## src/rtl/muxn_pipe.sv

```systemverilog
// Pipelined N:1 word multiplexer built from a binary tree of 2:1 stages, with a
// register stage every k tree levels and valid/ready flow control on both ends.
package constants;
  parameter int WORD_LENGTH = 32;
endpackage

module muxn_pipe #(
  parameter int n = constants::WORD_LENGTH,
  parameter int m = 32,
  parameter int k = 2
) (
  input  logic                 clk,
  input  logic                 rst,
  input  logic [m*n-1:0]       in,
  input  logic [$clog2(m)-1:0] sel,
  input  logic                 in_valid,
  output logic                 in_ready,
  output logic [n-1:0]         out,
  output logic [$clog2(m)-1:0] out_sel,
  output logic                 out_valid,
  input  logic                 out_ready
);
  localparam int s  = $clog2(m);
  localparam int kk = (k < 1) ? 1 : k;
  localparam int L  = (s + kk - 1) / kk;

  if (m < 2 || (m & (m - 1)) != 0 || k < 1) begin : g_param_check
    $error("muxn_pipe: m must be a power of two >= 2 and k must be >= 1");
  end

  // Handshake: a word moves into the pipe on a rising edge when in_valid and
  // in_ready are both high; it leaves when out_valid and out_ready are both
  // high. All stages shift together, so in_ready is just the global advance.
  logic advance;
  assign advance  = out_ready | ~out_valid;
  assign in_ready = advance;

  for (genvar st = 0; st < L; st++) begin : g_stage
    localparam int LO = st * kk;
    localparam int HI = ((st + 1) * kk < s) ? (st + 1) * kk : s;
    localparam int WI = m >> LO;
    localparam int WO = m >> HI;

    logic [WI*n-1:0] src_w;
    logic [s-1:0]    src_tag;
    logic            src_v;
    logic [n-1:0]    node [WI];
    logic [WO*n-1:0] tree_w;
    logic [WO*n-1:0] w_d, w_q;
    logic [s-1:0]    tag_d, tag_q;
    logic            v_d, v_q;
    logic            load;

    if (st == 0) begin : g_src
      assign src_w   = in;
      assign src_tag = sel;
      assign src_v   = in_valid;
    end else begin : g_src
      assign src_w   = g_stage[st-1].w_q;
      assign src_tag = g_stage[st-1].tag_q;
      assign src_v   = g_stage[st-1].v_q;
    end

    // The full select rides along as the tag; the bits this stage consumes are
    // read straight from it, so no separate "remaining select" field is needed.
    always_comb begin
      for (int j = 0; j < WI; j++) node[j] = src_w[j*n +: n];
      for (int t = LO; t < HI; t++) begin
        for (int j = 0; j < (m >> (t + 1)); j++) begin
          node[j] = src_tag[t] ? node[2*j+1] : node[2*j];
        end
      end
      tree_w = '0;
      for (int j = 0; j < WO; j++) tree_w[j*n +: n] = node[j];
    end

    // Data and tag only load with a valid word, so the output holds its last
    // value while bubbles pass through.
    always_comb begin
      load  = advance & src_v;
      v_d   = advance ? src_v : v_q;
      w_d   = load ? tree_w : w_q;
      tag_d = load ? src_tag : tag_q;
    end

    always_ff @(posedge clk or posedge rst) begin
      if (rst) begin
        v_q   <= 1'b0;
        w_q   <= '0;
        tag_q <= '0;
      end else begin
        v_q   <= v_d;
        w_q   <= w_d;
        tag_q <= tag_d;
      end
    end
  end

  assign out       = g_stage[L-1].w_q;
  assign out_sel   = g_stage[L-1].tag_q;
  assign out_valid = g_stage[L-1].v_q;
endmodule

```

## config.mk

```make
export PLATFORM = sky130hd
export DESIGN_NAME = muxn_pipe
export DESIGN_NICKNAME = d
export VERILOG_FILES = /design/src/rtl/muxn_pipe.sv
export SDC_FILE = /design/constraint.sdc
export NUM_CORES = 1
export LEC_CHECK = 0
export CAP_MARGIN = 20
export CORE_AREA = 2 2 419 421
export DETAILED_ROUTE_END_ITERATION = 10
export DIE_AREA = 0 0 421 423
export GPL_TIMING_DRIVEN = 0
export PLACE_DENSITY = 0.35
export REMOVE_ABC_BUFFERS = 1
export SLEW_MARGIN = 20
export SYNTH_ARGS = -nofsm -noshare
export SYNTH_HDL_FRONTEND = slang
export SYNTH_SLANG_ARGS = --single-unit
```

## constraint.sdc

```tcl
create_clock -name clk -period 16.4 [get_ports clk]
set_input_delay 1.64 -clock clk [delete_from_list [all_inputs] [get_ports clk]]
set_output_delay 1.64 -clock clk [all_outputs]
set_load 0.01 [all_outputs]
```

# Yosys cells after proc, flatten, opt, wreduce, memory -nomap -nowiden
# Cells that the tools add are included.
# op_classes
n_bitwise	5
mux	31
addsub	0
eq_ne	0
div	0
n_mul	0
shift	0
order_cmp	0
n_reduce_logical	0
# op_table
op	count
32-bit 2-to-1 mux	31
1-bit AND	3
1-bit inverter	1
1-bit bitwise OR	1
# word_totals
latch_bits	0
register_bits	370
word_cells	45
memories	0
romBits	0
ramBits	0
in_bits	1033

# Depth between registers and ports, before layout
# logic_depth
depth_word	3
ltp_mapped	6

# Worst setup path after synthesis
# No wires, ideal clock.
# synth_timing
kind	input-to-output
start	input port out_ready
end	output port in_ready
arrival_ns	2.138
path_stages	3
setup_slack_ns	12.622
path_buffers	1
cell_sequence	nor2b_1 > inv_2 > clkbuf_1
# synth_between
elab_chain_cells	1
# synth_lines
element	line	rtl
start, declared	21	input logic out_ready
1-bit bitwise OR	35	assign advance = out_ready | ~out_valid;
end, declared	17	output logic in_ready,
# No other way between the ends.

# Worst setup path after layout
# Ends and elaborated chain as after synthesis.

==> flow_summary.json <==
{
  "drt-pass1-iter-count": 5,
  "fillCellCount": 18342,
  "cts_hold_buffers": 0,
  "required_ns": 14.76,
  "numCtsBuffers": 50,
  "outcome": "finished, final reports clean",
  "cp_common_cell": "clkdlybuf4s50_1",
  "drcViolationCount": 0,
  "crit_path_end_kind": "output pin",
  "wl_per_cell_um": 24.83,
  "portBuffers": 1071,
  "io_pins": 1072,
  "ys_seq_area_frac": 0.4271,
  "gp_congestion": 0.9123,
  "cts_sinks": 370,
  "leakage_nw": 13.32,
  "die_x_um": 421,
  "tritoncts": "done",
  "crit_type": "input port to output pin",
  "grt_pass1_wl_mm": 158.1,
  "synth_cells": 1254,
  "ctsResizeCount": 0,
  "ir_drop_uv": 72.99,
  "setup_viol": 0,
  "area_growth_syn_to_layout_pct": 70.34,
  "max_stage_delay_ns": 0.70,
  "regArea_mm2": 0.009274,
  "place_ws_ns": 11.19,
  "clkTransAtPathRegs_ns": 0.06,
  "via_count": 16944,
  "core_area_mm2": 0.1732,
  "hold_path.class": "register to register",
  "clockBufferDepth": 3,
  "final_cells": 4651,
  "synth_seq_cells": 370,
  "crit_family": "buffers and inverters",
  "die-height_um": 423,
  "fin_skew_ns": 0.01920,
  "grt_max_degree": 94,
  "timing.final.crit_share": 0.3158,
  "setup_slack_ns": 11.22,
  "layout_commonest_cell": "clkdlybuf4s50_1",
  "min_period_ns": 5.179,
  "power.total_mw": 4.028,
  "grt_overflow": 0,
  "vias_per_cell": 3.643,
  "postCtsSetupRepairBufs": 0,
  "rsz0062_at_grt": "no",
  "setup_tns_ns": 0,
  "clk_latency_ns": 0.61,
  "placed_cells_incl_taps": 4551,
  "powerDensity_mw_per_mm2": 109.1,
  "multiInputGateArea_mm2": 0.01169,
  "cp_slowest_cell": "clkdlybuf4s50_1",
  "crit_arrival_ns": 3.54,
  "finalWirelength_mm": 115.5,
  "track_usage": 0.1259,
  "synth_cell_types": 17,
  "antenna_found_initial": 54,
  "place_hpwl_mm": 95.41,
  "worstPathBufferInverterCount": 3,
  "antenna_left": 0,
  "grt_pass1_vias": 19022,
  "path_cells": "clkdlybuf4s50_1 > nor2b_1 > inv_4 > clkdlybuf4s50_1",
  "final_cell_area_mm2": 0.03693,
  "max_freq_mhz": 193.1,
  "reg2reg_depth": 6,
  "final_nets": 3311,
  "yosys_warnings": 0,
  "drtIter0Drc": 759,
  "cp_max_fo": 37,
  "crit_cells": 4,
  "syn_area_mm2": 0.02168,
  "rows": 153,
  "holdPathStages": 1,
  "tightest_slew_ns": 0.8598,
  "start_kind": "input port",
  "layout_common_cells": "clkdlybuf4s50_1, dfrtp_1, mux2_2",
  "report.final.hold_viol_count": 0,
  "drive_gt1_frac": 0.3317,
  "initial_utilization": 0.1251,
  "placed_cell_area_mm2": 0.03523,
  "slew_headroom": 0.4268,
  "cts-root-buf": "clkbuf_16",
  "report.final.slew_viol_count": 0,
  "postSynthAreaPerCell_um2": 17.29,
  "max_cap_viol_count": 0,
  "cts_max_level": 2,
  "die-area_mm2": 0.1781
}
## cell usage after synthesis
cell / number / area share
inv_2: 1 / 0.00017
mux2_2: 335 / 0.17
buf_4: 4 / 0.0014
nand2b_1: 1 / 0.00029
mux4_2: 320 / 0.33
nor2b_1: 1 / 0.00029
a21oi_1: 64 / 0.015
mux2i_1: 32 / 0.015
buf_1: 22 / 0.0038
nand2_1: 5 / 0.00087
inv_1: 1 / 0.00017
buf_2: 54 / 0.012
dfrtp_1: 370 / 0.43
buf_6: 28 / 0.015
and2_1: 1 / 0.00029
clkbuf_1: 14 / 0.0024
nand2_2: 1 / 0.00029
## sequential cells by signal (all words and copies together), names as in the netlist
name           count
out               32
g_stage.tag_q     10
out_sel            5
out_valid          1
g_stage.v_q        2
g_stage.w_q      320
## where the power goes
part | switching (mW) | internal (mW)
Sequential | 0.212 | 1.24
Clock | 0.439 | 0.681
Combinational | 0.560 | 0.892
Total | 1.21 | 2.82
## per-layer routing
layer | routed length (um) | vias up | global-route usage
li1 | - | 7217 | -
met1 | 45760 | 8912 | 0.1529
met2 | 59460 | 653 | 0.2196
met3 | 7920 | 138 | 0.03527
met4 | 2210 | 24 | 0.02854
met5 | 151 | - | 0
## per-stage QoR
step	util	hold slack, ns
2_1_floorplan	-	0.4469
3_3_place_gp	0.1995	0.4838
3_5_place_dp	0.2033	0.4865
4_1_cts	0.2130	0.5004
5_1_grt	0.2131	0.5148
6_report	0.2132	0.4977
## final timing paths
path / startpoint / to / slack (ns)
min in group asynchronous: rst / g_stage[1].w_q[51]$_DFFE_PP0P_ / 1.48
hold / removal: g_stage[1].tag_q[3]$_DFFE_PP0P_ / out_sel[3]$_DFFE_PP0P_ / 0.50
max in group asynchronous: rst / g_stage[0].w_q[234]$_DFFE_PP0P_ / 13.62
setup reg to reg: out_valid$_DFFE_PP0P_ / g_stage[0].w_q[238]$_DFFE_PP0P_ / 13.52
setup / recovery: out_ready / in_ready / 11.22
hold reg to reg: g_stage[1].tag_q[3]$_DFFE_PP0P_ / out_sel[3]$_DFFE_PP0P_ / 0.50
## cell families (layout without fill, tap and decap cells)
logic type             Yosys count  in the layout  synth area share
AOI/OAI and AO/OA               64             64           0.01477
buffers and inverters          124           1185           0.03497
DFF                            370            370            0.4271
muxes                          687            687            0.5212
other                            0             11                 0
and+or+nand+nor                  9              9          0.002021
## area by class of cell
cell class,instances,share of cell area
Clock inverter,19,0.005827
Multi-Input combinational cell,760,0.3165
Inverter,2,0.0004743
Timing Repair Buffer,1094,0.3071
Clock buffer,70,0.03954
Sequential cell,370,0.2511
Tap cell,2325,0.07877
Antenna cell,11,0.0007453
Note: power is estimated with default switching activity, not from simulation.
